--- config.mk ---
export PLATFORM = sky130hd
export DESIGN_NAME = rsa_run_controller_flat
export DESIGN_NICKNAME = d
export VERILOG_FILES = /design/src/rtl/rsa_ctrl_pkg.sv /design/src/rtl/rsa_run_controller_if.sv /design/src/rtl/rsa_run_controller_mem_port_mux.sv /design/src/rtl/rsa_run_controller.sv /design/src/flat_wrapper.sv
export SDC_FILE = /design/constraint.sdc
export NUM_CORES = 1
export LEC_CHECK = 0
export BUFFER_PORTS_ARGS = -buffer_cell sky130_fd_sc_hd__buf_2
export CAP_MARGIN = 10
export CORE_ASPECT_RATIO = 1.25
export CORE_MARGIN = 3
export CORE_UTILIZATION = 40
export CTS_BUF_LIST = sky130_fd_sc_hd__clkbuf_4 sky130_fd_sc_hd__clkbuf_8
export CTS_CLUSTER_SIZE = 16
export DETAILED_ROUTE_END_ITERATION = 7
export PLACE_DENSITY = 0.84
export SLEW_MARGIN = 20
export SYNTH_ARGS = -nofsm -noshare
export SYNTH_HDL_FRONTEND = slang
export SYNTH_SLANG_ARGS = --single-unit
export TNS_END_PERCENT = 20
--- constraint.sdc ---
create_clock -name clk -period 2.05 [get_ports clk]
set_input_delay 0.1025 -clock clk [delete_from_list [all_inputs] [get_ports clk]]
set_output_delay 0.1025 -clock clk [all_outputs]
set_load 0.01 [all_outputs]
--- src/rtl/rsa_ctrl_pkg.sv ---
// Shared types and address helper for the RSA run controller.
// State encoding is fixed at 3 bits so it can be probed on a debug bus.
package rsa_ctrl_pkg;

  typedef enum logic [2:0] {
    stIdle,
    stLoad,
    stStart,
    stRun,
    stDrainAddr,
    stDrainOut,
    stDone,
    stErr
  } ctrl_state_t;

  localparam int WORD_BYTES = 4;

  // Word index to byte address; wraps modulo 2^32 by construction.
  function automatic logic [31:0] addr_of(input logic [31:0] base, input logic [31:0] idx);
    return base + (idx * 32'(WORD_BYTES));
  endfunction

endpackage

--- src/rtl/rsa_run_controller_if.sv ---
// Host-side operand write channel and result byte stream.
// master = host, slave = run controller.
interface rsa_run_controller_if;
  logic        host_go;
  logic        host_wr_valid;
  logic [31:0] host_wr_data;
  logic        host_wr_ready;
  logic        res_valid;
  logic [7:0]  res_data;
  logic        res_ready;

  modport master (
    output host_go, host_wr_valid, host_wr_data, res_ready,
    input  host_wr_ready, res_valid, res_data
  );

  modport slave (
    input  host_go, host_wr_valid, host_wr_data, res_ready,
    output host_wr_ready, res_valid, res_data
  );
endinterface

--- src/rtl/rsa_run_controller_mem_port_mux.sv ---
// Data-memory port selector: the CPU owns the port only while running,
// otherwise the controller's signals go through untouched.
module mem_port_mux (
  input  logic        ownCpu,
  input  logic        cpuWe,
  input  logic [31:0] cpuAdr,
  input  logic [31:0] cpuWd,
  input  logic        ctrlWe,
  input  logic [31:0] ctrlAdr,
  input  logic [31:0] ctrlWd,
  output logic        memWe,
  output logic [31:0] memAdr,
  output logic [31:0] memWd
);
  assign memWe  = ownCpu ? cpuWe  : ctrlWe;
  assign memAdr = ownCpu ? cpuAdr : ctrlAdr;
  assign memWd  = ownCpu ? cpuWd  : ctrlWd;
endmodule

--- src/rtl/rsa_run_controller.sv ---
// Run sequencer: loads operands, starts the CPU, watches for EndFlag or a
// watchdog expiry, then streams the low byte of each result word to the host.
module rsa_run_controller
  import rsa_ctrl_pkg::*;
#(
  parameter logic [31:0] LOAD_BASE      = 32'h0000_0000,
  parameter int          LOAD_WORDS     = 4,
  parameter logic [31:0] RESULT_BASE    = 32'h0000_0040,
  parameter int          RESULT_WORDS   = 4,
  parameter int          TIMEOUT_CYCLES = 100000
) (
  input  logic                 clk,
  input  logic                 reset,
  rsa_run_controller_if.slave  host,
  output logic                 cpu_reset,
  output logic                 cpu_start,
  input  logic                 cpu_MemWrite,
  input  logic [31:0]          cpu_DataAdr,
  input  logic [31:0]          cpu_WriteData,
  input  logic                 cpu_EndFlag,
  output logic                 mem_WriteEnable,
  output logic [31:0]          mem_DataAddress,
  output logic [31:0]          mem_WriteData,
  input  logic [31:0]          mem_ReadData,
  output logic                 busy,
  output logic                 done,
  output logic                 timeout
);

  localparam int MaxWords = (LOAD_WORDS > RESULT_WORDS) ? LOAD_WORDS : RESULT_WORDS;
  localparam int IdxW     = $clog2(MaxWords + 1);
  localparam int CntW     = $clog2(TIMEOUT_CYCLES + 1);
  localparam logic [IdxW-1:0] LastLoad   = IdxW'(LOAD_WORDS - 1);
  localparam logic [IdxW-1:0] LastResult = IdxW'(RESULT_WORDS - 1);
  localparam logic [CntW-1:0] LastCycle  = CntW'(TIMEOUT_CYCLES - 1);

  ctrl_state_t     stateReg, stateNext;
  logic [IdxW-1:0] idxReg, idxNext;
  logic [CntW-1:0] cntReg, cntNext;
  logic [7:0]      resDataReg, resDataNext;
  logic            loadXfer, ownCpu, ctrlWe;
  logic [31:0]     ctrlAdr, ctrlWd;
  logic            unusedReadBits;

  assign unusedReadBits = ^mem_ReadData[31:8];

  always_ff @(posedge clk or posedge reset) begin
    if (reset) begin
      stateReg   <= stIdle;
      idxReg     <= '0;
      cntReg     <= '0;
      resDataReg <= '0;
    end else begin
      stateReg   <= stateNext;
      idxReg     <= idxNext;
      cntReg     <= cntNext;
      resDataReg <= resDataNext;
    end
  end

  always_comb begin
    stateNext   = stateReg;
    idxNext     = idxReg;
    cntNext     = cntReg;
    resDataNext = resDataReg;
    case (stateReg)
      stIdle, stDone, stErr: begin
        if (host.host_go) begin
          stateNext = stLoad;
          idxNext   = '0;
          cntNext   = '0;
        end
      end
      stLoad: begin
        if (loadXfer) begin
          if (idxReg == LastLoad) begin
            stateNext = stStart;
            idxNext   = '0;
          end else begin
            idxNext = idxReg + 1'b1;
          end
        end
      end
      stStart: stateNext = stRun;
      stRun: begin
        cntNext = cntReg + 1'b1;
        // EndFlag takes priority over a watchdog expiry in the same cycle.
        if (cpu_EndFlag) begin
          stateNext = stDrainAddr;
          idxNext   = '0;
        end else if (cntReg == LastCycle) begin
          stateNext = stErr;
        end
      end
      stDrainAddr: begin
        resDataNext = mem_ReadData[7:0];
        stateNext   = stDrainOut;
      end
      stDrainOut: begin
        if (host.res_ready) begin
          if (idxReg == LastResult) begin
            stateNext = stDone;
          end else begin
            idxNext   = idxReg + 1'b1;
            stateNext = stDrainAddr;
          end
        end
      end
      default: stateNext = stIdle;
    endcase
  end

  always_comb begin
    ctrlAdr = '0;
    case (stateReg)
      stLoad:                  ctrlAdr = addr_of(LOAD_BASE, 32'(idxReg));
      stDrainAddr, stDrainOut: ctrlAdr = addr_of(RESULT_BASE, 32'(idxReg));
      default:                 ctrlAdr = '0;
    endcase
  end

  assign loadXfer           = (stateReg == stLoad) && host.host_wr_valid;
  assign host.host_wr_ready = (stateReg == stLoad);
  assign host.res_valid     = (stateReg == stDrainOut);
  assign host.res_data      = resDataReg;

  assign cpu_start = (stateReg == stStart);
  assign cpu_reset = !((stateReg == stStart) || (stateReg == stRun));
  assign busy      = !((stateReg == stIdle) || (stateReg == stDone) || (stateReg == stErr));
  assign done      = (stateReg == stDone);
  assign timeout   = (stateReg == stErr);

  assign ownCpu = (stateReg == stRun);
  assign ctrlWe = loadXfer;
  assign ctrlWd = (stateReg == stLoad) ? host.host_wr_data : 32'h0;

  mem_port_mux memMux (
    .ownCpu (ownCpu),
    .cpuWe  (cpu_MemWrite),
    .cpuAdr (cpu_DataAdr),
    .cpuWd  (cpu_WriteData),
    .ctrlWe (ctrlWe),
    .ctrlAdr(ctrlAdr),
    .ctrlWd (ctrlWd),
    .memWe  (mem_WriteEnable),
    .memAdr (mem_DataAddress),
    .memWd  (mem_WriteData)
  );

endmodule

--- src/flat_wrapper.sv ---
// flat-port wrapper written by rule: the top's interface ports become plain ports
module rsa_run_controller_flat import rsa_ctrl_pkg::*;
#(
  parameter logic [31:0] LOAD_BASE      = 32'h0000_0000,
  parameter int          LOAD_WORDS     = 4,
  parameter logic [31:0] RESULT_BASE    = 32'h0000_0040,
  parameter int          RESULT_WORDS   = 4,
  parameter int          TIMEOUT_CYCLES = 100000
)
  (clk, reset, cpu_reset, cpu_start, cpu_MemWrite, cpu_DataAdr, cpu_WriteData, cpu_EndFlag, mem_WriteEnable, mem_DataAddress, mem_WriteData, mem_ReadData, busy, done, timeout, host_host_go, host_host_wr_valid, host_host_wr_data, host_res_ready, host_host_wr_ready, host_res_valid, host_res_data);
  rsa_run_controller_if host_i ();
  input  logic clk;
  input  logic reset;
  output logic cpu_reset;
  output logic cpu_start;
  input  logic cpu_MemWrite;
  input  logic [31:0] cpu_DataAdr;
  input  logic [31:0] cpu_WriteData;
  input  logic cpu_EndFlag;
  output logic mem_WriteEnable;
  output logic [31:0] mem_DataAddress;
  output logic [31:0] mem_WriteData;
  input  logic [31:0] mem_ReadData;
  output logic busy;
  output logic done;
  output logic timeout;
  input wire logic [$bits(host_i.host_go)-1:0] host_host_go;
  input wire logic [$bits(host_i.host_wr_valid)-1:0] host_host_wr_valid;
  input wire logic [$bits(host_i.host_wr_data)-1:0] host_host_wr_data;
  input wire logic [$bits(host_i.res_ready)-1:0] host_res_ready;
  output wire logic [$bits(host_i.host_wr_ready)-1:0] host_host_wr_ready;
  output wire logic [$bits(host_i.res_valid)-1:0] host_res_valid;
  output wire logic [$bits(host_i.res_data)-1:0] host_res_data;
  assign host_i.host_go = host_host_go;
  assign host_i.host_wr_valid = host_host_wr_valid;
  assign host_i.host_wr_data = host_host_wr_data;
  assign host_i.res_ready = host_res_ready;
  assign host_host_wr_ready = host_i.host_wr_ready;
  assign host_res_valid = host_i.res_valid;
  assign host_res_data = host_i.res_data;
  rsa_run_controller #(.LOAD_BASE(LOAD_BASE), .LOAD_WORDS(LOAD_WORDS), .RESULT_BASE(RESULT_BASE), .RESULT_WORDS(RESULT_WORDS), .TIMEOUT_CYCLES(TIMEOUT_CYCLES)) u_core (.clk(clk), .reset(reset), .host(host_i), .cpu_reset(cpu_reset), .cpu_start(cpu_start), .cpu_MemWrite(cpu_MemWrite), .cpu_DataAdr(cpu_DataAdr), .cpu_WriteData(cpu_WriteData), .cpu_EndFlag(cpu_EndFlag), .mem_WriteEnable(mem_WriteEnable), .mem_DataAddress(mem_DataAddress), .mem_WriteData(mem_WriteData), .mem_ReadData(mem_ReadData), .busy(busy), .done(done), .timeout(timeout));
endmodule
# Word-level counts from Yosys, hierarchy flattened
# Cells that the tools add are included.
[classes] add_sub_neg=3 eq_ne=16 muxes=22 n_reduce_logical=14
[op_table] op="2-to-1 mux 32 bit" count=3
[op_table] op="one-hot mux 32 bit (2 select lines)" count=1
[op_table] op="2-to-1 mux 3 bit" count=12
[op_table] op="one-hot mux 17 bit (2 select lines)" count=1
[op_table] op="one-hot mux 3 bit (6 select lines)" count=1
[op_table] op="adder 17 x 1 -> 17 bit (second input constant)" count=1
[op_table] op="equality test 17 bit (second input constant)" count=1
[op_table] op="2-to-1 mux 17 bit" count=1
[op_table] op="equality test 3 bit (second input constant)" count=4
[op_table] op="one-hot mux 3 bit (4 select lines)" count=1
[op_table] op="equality test 3 x 2 -> 1 bit (second input constant)" count=3
[op_table] op="adder 7 x 5 -> 8 bit (first input constant)" count=1
[op_table] op="inequality test 2 bit (second input constant)" count=4
[op_table] op="AND reduction 6 bit" count=1
[op_table] op="AND reduction 5 bit" count=1
[op_table] op="inequality test 2 x 1 -> 1 bit (second input constant)" count=2
[op_table] op="nonzero test 4 bit" count=1
[op_table] op="adder 3 x 1 -> 3 bit (second input constant)" count=1
[op_table] op="equality test 3 x 1 -> 1 bit (second input constant)" count=1
[op_table] op="zero test 3 bit" count=1
[op_table] op="logical OR 1 bit" count=3
[op_table] op="inequality test 3 x 2 -> 1 bit (second input constant)" count=1
[op_table] op="OR reduction 3 bit" count=1
[op_table] op="zero test 1 bit" count=2
[op_table] op="other kinds (6)" count=6
[word_totals] reg_bits=31 inputBits=135 output_inout_bits=80 elab_cells=59

# Depth between registers and ports, before layout
[depth] depth_word=4 mapped_depth=7

# By module
# From an unflattened synthesis, not the netlist that was laid out.
[unflattened] cells_unflattened=282 area_unflattened_um2=2934.1
[modules_own_cells] module="rsa_run_controller" n_inst=1 cells_per_inst=210 area_each_um2=1941.9 seq_area_each_um2=775.7
[modules_own_cells] module="mem_port_mux" n_inst=1 cells_per_inst=72 area_each_um2=992.2 seq_area_each_um2=0.0

# Least setup slack after synthesis
# OpenSTA, ideal clock, no wires.
[synth_path] kind="reg2reg" start="register u_core.idxReg[0]" end="register u_core.stateReg[0]" setup_time_ps=69 arrival_ps=1816 required_time_ps=1981 setup_slack_ps=165 path_stages_with_launch=7 path_buffers=0 synth_period_minus_slack_ps=1885 cell_sequence="dfrtp_1 ha_1 ha_1 nand3b_1 a311o_1 or4_1 nand3_1"
[synth_between] elab_chain_len=3
[synth_rtl] item="start, declared" line="rsa_run_controller.sv:38" text="logic [IdxW-1:0] idxReg, idxNext;"
[synth_rtl] item="start signal, assigned" line="rsa_run_controller.sv:55" text="idxReg <= idxNext;"
[synth_rtl] item="equality test 3 x 2 -> 1 bit" line="rsa_run_controller.sv:76" text="if (idxReg == LastLoad) begin"
[synth_rtl] item="inequality test 2 x 1 -> 1 bit (no line)"
[synth_rtl] item="AND reduction 5 bit (no line)"
[synth_rtl] item="end signal, assigned" line="rsa_run_controller.sv:49" text="stateReg <= stIdle;"
[synth_rtl] item="end signal, assigned" line="rsa_run_controller.sv:54" text="stateReg <= stateNext;"
[synth_rtl] item="end, declared" line="rsa_run_controller.sv:37" text="ctrl_state_t stateReg, stateNext;"
# Every way passes these cells.
# A chain may end at the register's enable or synchronous reset.

# Worst setup path after layout
[layout_path] start="register u_core.stateReg[2]" end="output port mem_WriteData[11]"
[layout_between] elab_chain_len=3 elab_cells_between_ends=4 classes_between="eq/ne: 2; mux: 2"
[layout_rtl] item="equality test 3 x 1 -> 1 bit" line="rsa_run_controller.sv:135" text="assign ctrlWd = (stateReg == stLoad) ? host.host_wr_data : 32'h0;"
[layout_rtl] item="2-to-1 mux 32 bit" line="rsa_run_controller.sv:135"
[layout_rtl] item="2-to-1 mux 32 bit (*)" line="rsa_run_controller_mem_port_mux.sv:17" text="assign memWd = ownCpu ? cpuWd : ctrlWd;"
[layout_rtl] item="end, declared" line="flat_wrapper.sv:22" text="output logic [31:0] mem_WriteData;"
# Every way passes the cells marked *; elsewhere a longest branch is shown, timed or not.

==> run_results.csv <==
group,metric,value,unit
synthesis,synth_top_family_by_area,"compound AO/OA/AOI/OAI gates",
routing,vias_per_cell,5.62,
cts,cts.clk_slew.worst_paths,70,ps
layout,drive_above_1_share,49.6,%
status,status,"finished, final reports clean",
layout,final_cell_mix,"buf_2, a22o_1, and3_1, dfrtp_1, o21ai_0",
pwr,p_leak,0.00206,uW
synthesis,synth_mux_area_share,4.49,%
worst_hold_path,hp-class,"primary input to flop",
synthesis,synthAdderAreaFrac,4.04,%
setup_path,rr_startpoint,"u_core.stateReg[1]",
global_routing,grt_pass1_wl,14.6,mm
setup_path,crit_required,1950,ps
synthesis,syn_nets,434,
place,postPlaceCellArea,3590,sq um
routing,first_pass_iters,5,
setup_path,cpPeakStageDelay,460,ps
worst_hold_path,hold_depth,2,
setup_path,r2r_slack,110,ps
synthesis,synth_edf_count,0,
timing,holdWs,53.0,ps
floorplan,die-area,7180,sq um
cts,root_buffer,"clkbuf_8",
place,gp_congestion,0.948,
routing,wire_per_inst,16.7,um
setup_path,arrival,1840,ps
global_routing,grt_use_total,25.4,%
synthesis,synth_compound_area_share,28.5,%
timing,setup_viol,0,
routing,drt-initial-drc-count,234,
cts,tritoncts,"yes",
layout,syn2layout_area_growth,52.7,%
floorplan,core,5900,sq um
timing,min_period_over_period,94.5,%
layout,fin_cells,566,
layout,fin_nets,627,
synthesis,syn_area,2480,sq um
layout,fin_util,64.2,%
synthesis,ys_seq_area_share,31.3,%
pwr,peakVddDrop,0.538,mV
pwr,power_density,1300,nW/um^2
cts,htree_levels,2,
timing,clock_skew,7.60,ps
place,numPortBuffers,190,
floorplan,core.rowCount,31,
layout,postLayoutCellArea,3780,sq um
timing,relSlewSlack,66.0,%
floorplan,initial_core_util,42.0,%
layout,layout_commonest_cell,"buf_2",
setup_path,path_class,"flop to output pin",
synthesis,ys.warnings.count,0,
setup_path,reg2reg_to,"u_core.cntReg[9]",
worst_hold_path,min_from,"mem_ReadData[5]",
place,dp_hpwl,7.28,mm
routing,antenna_left,0,
cts,clk_latency,280,ps
setup_path,path_cells,"buf_4 -> nand2b_1 -> nor2_4 -> buf_12 -> a22o_1 -> buf_2",
floorplan,chipHeight,94.0,um
routing,totalWireLength,9.45,mm
flow_run,drv_cap,0,
setup_path,setup.worst_path.start_class,"flop",
global_routing,grt_overflow,0,
setup_path,r2r_cells,6,
synthesis,synthDistinctLibCells,44,
synthesis,yosys.area_share.simple,25.8,%
cts,cts.sinks,31,
setup_path,critPathMaxFanout,21,
layout,antennaDiodeCount,0,
synthesis,synth_xor_area_share,0,%
timing,finalCriticalPeriod,1940,ps
setup_path,critPathSlowestCell,"dfrtp_2",
timing,worst_pin_slew,505,ps
synthesis,ys.flop_type,"dfrtp_1",
floorplan,pin_count,215,
timing,finalHoldViolCount,0,
timing,slew_violations,0,
cts,numCtsBuffers,5,
cts,clk_path_buf_depth,2,
synthesis,syn_area_per_cell,8.51,sq um
global_routing,antenna_found_initial,0,
floorplan,die_w,76.4,um
timing,max_freq,516,MHz
worst_hold_path,hold_end,"u_core.host.res_data[5]",
place,place_inst,556,
synthesis,syn_inst,291,
global_routing,grt_start_max_net_pins,42,
global_routing,grt_pass1_vias,3007,
routing,via_count,3182,
setup_path,crit_path_end_kind,"output pin",
routing,drc,0,
synthesis,synthArstFlopShare,100,%
synthesis,ys_ff_latch,31,
metal layers:
layer	global-route usage (%)	part of all wire (%)	wire (um)	vias to the layer above
li1	-	-	-	1507
met1	29.8	37	3480	1483
met2	45.0	51	4810	167
met3	5.37	9.3	875	25
met4	10.1	3.0	283	0
met5	0	0	0	-
critical path, delay by kind of cell, from the launching register on:
family,cells,cell delay [ps]
and+or+nand+nor,2,400
DFF,1,460
buffers and inverters,3,540
AOI/OAI and AO/OA,1,150
synthesized netlist by cell type (2+ instances only):
cell / count / share of area (%)
a22o_1: 38 / 13
dfrtp_1: 31 / 31
and3_1: 30 / 7.6
o21ai_0: 17 / 3.4
clkbuf_1: 16 / 2.4
a21oi_1: 15 / 3.0
nand2_1: 15 / 2.3
nor2_1: 13 / 2.0
nand3_1: 10 / 2.0
or4_1: 10 / 3.0
inv_1: 9 / 1.4
mux2_2: 9 / 4.1
ha_1: 8 / 4.0
o31ai_1: 7 / 2.1
nor3_1: 5 / 1.0
a22oi_1: 4 / 1.2
buf_1: 4 / 0.61
nand2b_1: 4 / 1.0
nand4_1: 4 / 1.0
nor2b_1: 4 / 1.0
and2_1: 3 / 0.76
and4_1: 3 / 1.1
nor4_1: 3 / 0.76
o211ai_1: 3 / 0.91
a2111oi_0: 2 / 0.71
buf_2: 2 / 0.40
buf_6: 2 / 0.91
nand3b_1: 2 / 0.61
nor4b_1: 2 / 0.71
o21a_1: 2 / 0.61
kinds of logic (layout without fill, tap and decap cells):
| kind of cell | count (synthesis) | count (layout) |
|---|---|---|
| adders and majority gates | 8 | 8 |
| AOI/OAI and AO/OA | 97 | 97 |
| muxes | 10 | 10 |
| DFF | 31 | 31 |
| buffers and inverters | 34 | 227 |
| and+or+nand+nor | 111 | 111 |
power by group:
part / switching (uW) / total, uW / internal, uW
logic: 1910 / 3490 / 1590
registers: 141 / 913 / 772
clock network: 234 / 497 / 263
sequential cells by signal (all words and copies together), names as in the netlist:
name                  count
u_core.stateReg           3
u_core.idxReg             3
u_core.host.res_data      8
u_core.cntReg            17
worst max path at each step:
| stage | startpoint | depth (start not counted) | end | slack (ps) |
|---|---|---|---|---|
| after global routing | u_core.stateReg[1] | 6 | u_core.stateReg[1] | -110 |
| after CTS | u_core.stateReg[1] | 5 | u_core.cntReg[9] | -20 |
| final | u_core.stateReg[2] | 6 | mem_WriteData[11] | 110 |
| after floorplan | u_core.idxReg[0] | 6 | u_core.stateReg[0] | 160 |
| after detailed placement | u_core.stateReg[1] | 5 | u_core.cntReg[9] | 80 |
| after global placement | u_core.idxReg[0] | 6 | u_core.stateReg[0] | 180 |
timing repair:
action	CTS	global route
gates resized for setup	0	18
hold buffers	1	0
setup buffers	0	1
endpoints found under the hold margin	31	0
setup endpoints to repair	5	46
cloned	0	1
pin swaps	0	0
cell type report:
cell class	count	area, sq um
Sequential cell	31	778
Clock inverter	1	5.00
Inverter	9	33.8
Clock buffer	6	82.6
Multi-Input combinational cell	226	1610
Timing Repair Buffer	211	1170
Fill cell	508	2110
Tap cell	82	103
stage by stage:
stage / worst slack (ps) / TNS (ps) / power [uW]
after floorplan: 165 / 0 / 2910
after global placement: 177 / 0 / 4110
after detailed placement: 79.2 / 0 / 4180
after CTS: -22.5 / -62.8 / 4700
after global routing: -107 / -107 / 5270
final: 112 / 0 / 4910
Power figures use the tool's default switching activity.
